--- config.mk ---
export PLATFORM = sky130hd
export DESIGN_NAME = univ_shift_reg
export DESIGN_NICKNAME = d
export VERILOG_FILES = /design/src/rtl/univ_shift_reg.sv
export SDC_FILE = /design/constraint.sdc
export NUM_CORES = 1
export LEC_CHECK = 0
export CORE_MARGIN = 4
export CORE_UTILIZATION = 23
export CTS_CLUSTER_DIAMETER = 150
export DETAILED_ROUTE_END_ITERATION = 16
export PLACE_DENSITY = 0.59
export SYNTH_ARGS = -nofsm -noshare
export SYNTH_HDL_FRONTEND = slang
export SYNTH_SLANG_ARGS = --single-unit
--- constraint.sdc ---
create_clock -name clk -period 1.75 [get_ports clk]
set_clock_uncertainty 0.1 [all_clocks]
set_input_delay 0.2625 -clock clk [delete_from_list [all_inputs] [get_ports clk]]
set_output_delay 0.2625 -clock clk [all_outputs]
set_load 0.005 [all_outputs]
--- src/rtl/univ_shift_reg.sv ---
// Universal shift register: hold, shift, rotate, Johnson, load and clear.
// It also has a movement counter that wraps after WIDTH moves and pulses done.
package univ_shift_reg_pkg;
  typedef enum logic [2:0] {
    MODE_HOLD = 3'b000,
    MODE_SHR  = 3'b001,
    MODE_SHL  = 3'b010,
    MODE_LOAD = 3'b011,
    MODE_ROR  = 3'b100,
    MODE_ROL  = 3'b101,
    MODE_JOHN = 3'b110,
    MODE_CLR  = 3'b111
  } mode_e;
endpackage

// One register bit. The top level resolves the neighbour bits for the boundary
// cells, so every bit uses the same mux.
module univ_shift_cell
  import univ_shift_reg_pkg::*;
(
  input  logic       clk,
  input  logic       clr,
  input  logic [2:0] i_mode,
  input  logic       i_d,
  input  logic       i_from_hi,
  input  logic       i_from_lo,
  output logic       o_q
);
  logic r_q;
  logic w_nxt;

  always_comb begin
    w_nxt = r_q;
    case (mode_e'(i_mode))
      MODE_HOLD:                     w_nxt = r_q;
      MODE_SHR, MODE_ROR, MODE_JOHN: w_nxt = i_from_hi;
      MODE_SHL, MODE_ROL:            w_nxt = i_from_lo;
      MODE_LOAD:                     w_nxt = i_d;
      MODE_CLR:                      w_nxt = 1'b0;
      default:                       w_nxt = r_q;
    endcase
  end

  always_ff @(posedge clk or posedge clr) begin
    if (clr) r_q <= 1'b0;
    else     r_q <= w_nxt;
  end

  assign o_q = r_q;
endmodule

module univ_shift_reg
  import univ_shift_reg_pkg::*;
#(
  parameter int WIDTH = 4,
  parameter int CW    = 3
) (
  input  logic             clk,
  input  logic             clr,
  input  logic [2:0]       mode,
  input  logic [WIDTH-1:0] d,
  input  logic             sin_r,
  input  logic             sin_l,
  output logic [WIDTH-1:0] q,
  output logic [WIDTH-1:0] q_bar,
  output logic             so_r,
  output logic             so_l,
  output logic [CW-1:0]    cnt,
  output logic             done
);
  logic [WIDTH-1:0] w_q;
  logic [WIDTH-1:0] w_from_hi;
  logic [WIDTH-1:0] w_from_lo;
  logic             w_hi_in;
  logic             w_lo_in;
  logic             w_move;
  logic             w_wrap;
  logic             w_zero;
  logic [CW-1:0]    r_cnt;
  logic             r_done;

  // Bit that enters the MSB on a right move, and the LSB on a left move.
  always_comb begin
    w_hi_in = sin_r;
    case (mode_e'(mode))
      MODE_ROR:  w_hi_in = w_q[0];
      MODE_JOHN: w_hi_in = ~w_q[0];
      default:   w_hi_in = sin_r;
    endcase
    w_lo_in = (mode_e'(mode) == MODE_ROL) ? w_q[WIDTH-1] : sin_l;
  end

  genvar gi;
  generate
    for (gi = 0; gi < WIDTH; gi++) begin : g_bit
      if (gi == WIDTH-1) begin : g_msb
        assign w_from_hi[gi] = w_hi_in;
      end else begin : g_mid_hi
        assign w_from_hi[gi] = w_q[gi+1];
      end
      if (gi == 0) begin : g_lsb
        assign w_from_lo[gi] = w_lo_in;
      end else begin : g_mid_lo
        assign w_from_lo[gi] = w_q[gi-1];
      end

      univ_shift_cell u_cell (
        .clk       (clk),
        .clr       (clr),
        .i_mode    (mode),
        .i_d       (d[gi]),
        .i_from_hi (w_from_hi[gi]),
        .i_from_lo (w_from_lo[gi]),
        .o_q       (w_q[gi])
      );
    end
  endgenerate

  always_comb begin
    w_move = 1'b0;
    w_zero = 1'b0;
    case (mode_e'(mode))
      MODE_SHR, MODE_SHL, MODE_ROR, MODE_ROL, MODE_JOHN: w_move = 1'b1;
      MODE_LOAD, MODE_CLR:                               w_zero = 1'b1;
      default: ;
    endcase
  end

  assign w_wrap = w_move && (r_cnt == CW'(WIDTH-1));

  // done is the registered wrap, so it is high for exactly the cycle after the wrapping edge.
  always_ff @(posedge clk or posedge clr) begin
    if (clr) begin
      r_cnt  <= '0;
      r_done <= 1'b0;
    end else begin
      r_done <= w_wrap;
      if (w_zero)      r_cnt <= '0;
      else if (w_wrap) r_cnt <= '0;
      else if (w_move) r_cnt <= r_cnt + CW'(1);
    end
  end

  assign q     = w_q;
  assign q_bar = ~w_q;
  assign so_r  = w_q[0];
  assign so_l  = w_q[WIDTH-1];
  assign cnt   = r_cnt;
  assign done  = r_done;
endmodule

After elaboration in Yosys (flattened, before gate mapping)
Cells that the tools add are included.
{"block": "op_classes", "add_sub_neg": 1, "mul": 0, "div_mod_pow": 0, "n_lt_le_gt_ge": 0, "n_eq_ne": 8, "shift": 0, "mux": 11, "bitwise_logic": 2, "reduce_logical": 7}
{"operator": "one-hot mux 1 bit (4 select lines)", "count": 4}
{"operator": "equality test 3 bit, second input constant", "count": 4}
{"operator": "equality test 3 x 2 -> 1 bit, second input constant", "count": 3}
{"operator": "two-way mux 3 bit", "count": 3}
{"operator": "OR reduction 5 bit", "count": 1}
{"operator": "NOT 4 bit", "count": 1}
{"operator": "OR reduction 2 bit", "count": 2}
{"operator": "adder 3 x 1 -> 3 bit, second input constant", "count": 1}
{"operator": "equality test 3 x 1 -> 1 bit, second input constant", "count": 1}
{"operator": "logical NOT 3 bit", "count": 1}
{"operator": "two-way mux 1 bit", "count": 3}
{"operator": "nonzero test 3 bit", "count": 1}
{"operator": "OR reduction 3 bit", "count": 1}
{"operator": "one-hot mux 1 bit (2 select lines)", "count": 1}
{"operator": "logical AND 1 bit", "count": 1}
{"operator": "NOT 1 bit", "count": 1}
{"block": "totals", "register_bits": 8, "latch_bits": 0, "ramBits": 0, "mem_bits_ro": 0, "n_memories": 0}

Logic depth before layout (Yosys ltp)
Gate-level depths: netlist (run 1).
{"block": "logic_depth", "depth_word": 6, "mapped_depth": 5, "ltp_nobuf": 4}

Cells and area by module
Synthesis (run 1) repeated with hierarchy kept, for this count alone.
{"block": "hier_totals", "hier_cells": 74, "area_unflattened_um2": 655.6}
{"module": "univ_shift_cell", "n_inst": 4, "cells_per_inst": 9, "area_per_inst_um2": 85.1, "seq_area_each_um2": 25.0}
{"module": "univ_shift_reg", "n_inst": 1, "cells_per_inst": 38, "area_per_inst_um2": 315.3, "seq_area_each_um2": 100.1}

Worst setup path after synthesis (run 1)
Ideal clock, no wire load.
{"block": "synth_timing", "kind": "reg-to-reg", "start": "register g_bit[2].u_cell.r_q", "end": "register g_bit[3].u_cell.r_q", "arrival_ps": 1120, "path_slack_ps": 404, "path_stages_with_launch": 4, "path_buffers": 0, "synth_period_minus_slack_ps": 1346, "cell_sequence": "dfrtp_1 > nor2b_1 > mux4_2 > o32a_1"}
{"block": "synth_via", "elab_chain_cells": 1}
{"item": "from (decl)", "line": "29", "source": "logic r_q;"}
{"item": "from (signal assigned)", "line": "46", "source": "else r_q <= w_nxt;"}
{"item": "one-hot mux 1 bit (4 select lines)", "line": "34", "source": "case (mode_e'(i_mode))"}
{"item": "to (signal assigned)", "line": "46"}
{"item": "to (decl)", "line": "29"}
Every way passes these cells.
A chain may end at the register's enable or synchronous reset.

Worst setup path after layout (run 1)
{"block": "layout_timing", "start": "register g_bit[0].u_cell.r_q", "end": "output port q_bar[0]"}
{"block": "layout_via", "elab_chain_cells": 1}
{"item": "from (decl)", "line": "29"}
{"item": "from (signal assigned)", "line": "46"}
{"item": "NOT 4 bit", "line": "145", "source": "assign q_bar = ~w_q;"}
{"item": "to (decl)", "line": "65", "source": "output logic [WIDTH-1:0] q_bar,"}
Every way passes these cells.

==> flow_metrics.tcl, run 1 <==
set metrics [dict create \
    crit_type "flip-flop to primary output" \
    syn_area_um2 602 \
    reg2reg_depth 3 \
    wl_per_cell_um 11.6 \
    post-cts-setup-buffers 0 \
    vias 544 \
    synth_warnings 0 \
    drv_slew 0 \
    r2r-start "g_bit[2].u_cell.o_q" \
    period_minus_slack_ps 1660 \
    htreeDepth 1 \
    synth.area.top_cells "dfrtp_1 (33%), buf_4 (8.7%), inv_1 (6.2%)" \
    grt_pass1_vias 521 \
    utilization 0.356 \
    final_nets 106 \
    setup_tns_ps 0 \
    leakagePower_nw 0.391 \
    n_antenna_cell 0 \
    cts_resized 0 \
    maxSlewHeadroom 0.783 \
    synth_most_common_cell "inv_1" \
    clk_pin_slew_worst_paths_ps 60 \
    async_reset_ff_frac 1.00 \
    ant_nets 0 \
    worstPathMaxFanout 7 \
    route.detailed.drc 0 \
    critical_path_required_ps 1390 \
    crit_path_cell_trace "inv_1 -> clkdlybuf4s50_1" \
    maxCapViolations 0 \
    ff2ff_setup_slack_ps 330 \
    setup_violations 0 \
    cts-buffers-inserted 3 \
    overflow 0 \
    max_stage_delay_ps 490 \
    r2r-end "g_bit[3].u_cell.o_q" \
    layout-drive-gt1-share 0.141 \
    post-dp-hpwl_um 1120 \
    dieHeight_um 59.2 \
    start_kind "flip-flop" \
    cts_tree "built" \
    p_per_area_nw_per_um2 791 \
    synth.distinct_cells 26 \
    grt_pass1_wl_um 2300 \
    synth_fp_nets 80 \
    drt-total-wl_um 1420 \
    nFillCells 278 \
    clock_latency_ps 250 \
    drt_iter0_drc 6 \
    cp-endpoint "q_bar[0]" \
    worstPathArrival_ps 1300 \
    initial_utilization 0.243 \
    io_buffers 24 \
    ys_seq_area_frac 0.333 \
    ir_worst_vdd_mv 0.370 \
    grt_max_degree 16 \
    finalCritPeriodShare 0.949 \
    gp_congestion 0.840 \
    dr.pass1.iters 4 \
    synthCells 68 \
    synth_seq_cells 8 \
    rsz0062_at_grt "false" \
    ys.flop_type "dfrtp_1" \
    hold_viol 0 \
    fp-row-count 18 \
    worstMarginPinSlew_ps 325 \
    ctsLongestPathBuffers 2 \
    die_x_um 59.2 \
    viasPerCell 4.46 \
    core-area_um2 2480 \
    slowest_stage "clkdlybuf4s50_1" \
    crit_family "buffers and inverters" \
    areaGrowthSynthToFinish_pct 46.6 \
    cp.depth 2 \
    cts_root_buf "clkbuf_4" \
    synth-edff-count 0 \
    yosys.area.top_type_share 0.333 \
    holdBufCountCts 0 \
    grt_use_total 0.0880 \
    min_path_type "primary input to asynchronous set/reset pin" \
    die-area_um2 3500 \
    startpoint "g_bit[0].u_cell.o_q" \
    path_buf_inv 2 \
    syn_area_per_cell_um2 8.85 \
    io_pins 25 \
    synth_top_cell_by_area "dfrtp_1" \
    fmax_ghz 0.602 \
    grt_antenna_before_repair 0 \
    cts_sinks 8 \
    status "finished, final reports clean" \
    synth_common_cells "inv_1 (10), dfrtp_1 (8), buf_4 (7), nand2b_1 (6)" \
    crit_path_end_kind "primary output" \
]
## layout make-up
| type | count | area [µm²] | area share |
|---|---|---|---|
| sequential | 8 | 200 | 0.227 |
| clock buffer | 3 | 22.5 | 0.0255 |
| multi-input combinational | 42 | 307 | 0.348 |
| tap | 30 | 37.5 | 0.0426 |
| timing repair buffer | 29 | 278 | 0.315 |
| inverter | 10 | 37.5 | 0.0426 |
## worst min-delay path by stage
stage / startpoint / end / slack, ps / cells after the start
after floorplan: clr / cnt[0] / -20 / 1
after global placement: cnt[2] / cnt[2] / 390 / 1
after detailed placement: cnt[2] / cnt[2] / 400 / 1
after CTS: clr / g_bit[3].u_cell.o_q / 170 / 2
after global routing: clr / g_bit[3].u_cell.o_q / 190 / 2
final: clr / g_bit[2].u_cell.o_q / 160 / 2
## cell usage in the layout (no fill, tap or decap)
| cell | n |
|---|---|
| a211oi_2 | 1 |
| mux4_2 | 1 |
| nand2_1 | 4 |
| and2_1 | 1 |
| a221oi_1 | 1 |
| or3b_4 | 1 |
| o32a_1 | 1 |
| ha_1 | 1 |
| and3_1 | 2 |
| a211oi_1 | 4 |
| a31oi_1 | 1 |
| dfrtp_1 | 8 |
| a32oi_1 | 1 |
| or2_2 | 1 |
| clkdlybuf4s50_1 | 24 |
| o21a_1 | 1 |
| a22o_1 | 3 |
| buf_4 | 5 |
| nand2b_1 | 6 |
| inv_1 | 10 |
| a21oi_2 | 1 |
| nor2_1 | 3 |
| a21oi_1 | 3 |
| o32ai_1 | 2 |
| nor2b_1 | 2 |
| nor3b_1 | 1 |
| clkbuf_4 | 3 |
## where the power goes
part           total (mW)  internal (mW)  switching, mW
Sequential          0.258          0.219         0.0394
Clock               0.146         0.0788         0.0672
Combinational       0.293          0.185          0.108
## cells by family after synthesis
kind of cell	after synthesis	synth area share
and+or+nand+nor	21	0.200
AOI/OAI and AO/OA	19	0.252
buffers and inverters	18	0.158
DFF	8	0.333
muxes	1	0.0374
adders and majority gates	1	0.0208
## metrics by stage
| stage | total power, mW | hold slack (ps) | cell area [µm²] | worst slack (ps) | std cells |
|---|---|---|---|---|---|
| after floorplan | 0.411 | -21.8 | 602 | 404 | 68 |
| after global placement | 0.553 | 387 | 860 | 13.9 | 119 |
| after detailed placement | 0.561 | 402 | 860 | -19.2 | 119 |
| after CTS | 0.706 | 171 | 882 | 79.3 | 122 |
| after global routing | 0.754 | 187 | 882 | 33.7 | 122 |
| final | 0.697 | 156 | 882 | 89.3 | 122 |
## routing by layer
| metal | track usage | routed length (µm) | share of wire | vias up |
|---|---|---|---|---|
| met3 | 0.00654 | 73 | 0.051 | 0 |
| met1 | 0.111 | 646 | 0.46 | 250 |
| li1 | - | - | - | 281 |
| met5 | 0 | 0 | 0 | - |
| met2 | 0.139 | 698 | 0.49 | 13 |
| met4 | 0.0680 | 0 | 0 | 0 |
## registers in the layout, summed over array words and instances (netlist names)
signal,cells
g_bit.u_cell.o_q,4
cnt,3
done,1
Power figures use the tool's default switching activity.
==> run 2, diff against run 1 <==
--- a/config.mk
+++ b/config.mk
@@ -9,6 +9,7 @@
 export CORE_UTILIZATION = 23
 export CTS_CLUSTER_DIAMETER = 150
 export DETAILED_ROUTE_END_ITERATION = 16
+export GPL_TIMING_DRIVEN = 1
 export PLACE_DENSITY = 0.59
 export SYNTH_ARGS = -nofsm -noshare
 export SYNTH_HDL_FRONTEND = slang
==> results of run 2 <==
Final layout, timing and power as in run 1 (identical DEF).
==> run 3, diff against run 2 <==
--- a/config.mk
+++ b/config.mk
@@ -9,6 +9,7 @@
 export CORE_UTILIZATION = 23
 export CTS_CLUSTER_DIAMETER = 150
 export DETAILED_ROUTE_END_ITERATION = 16
+export GPL_ROUTABILITY_DRIVEN = 0
 export GPL_TIMING_DRIVEN = 1
 export PLACE_DENSITY = 0.59
 export SYNTH_ARGS = -nofsm -noshare
==> results of run 3 <==
Final layout, timing and power as in run 1 (identical DEF).
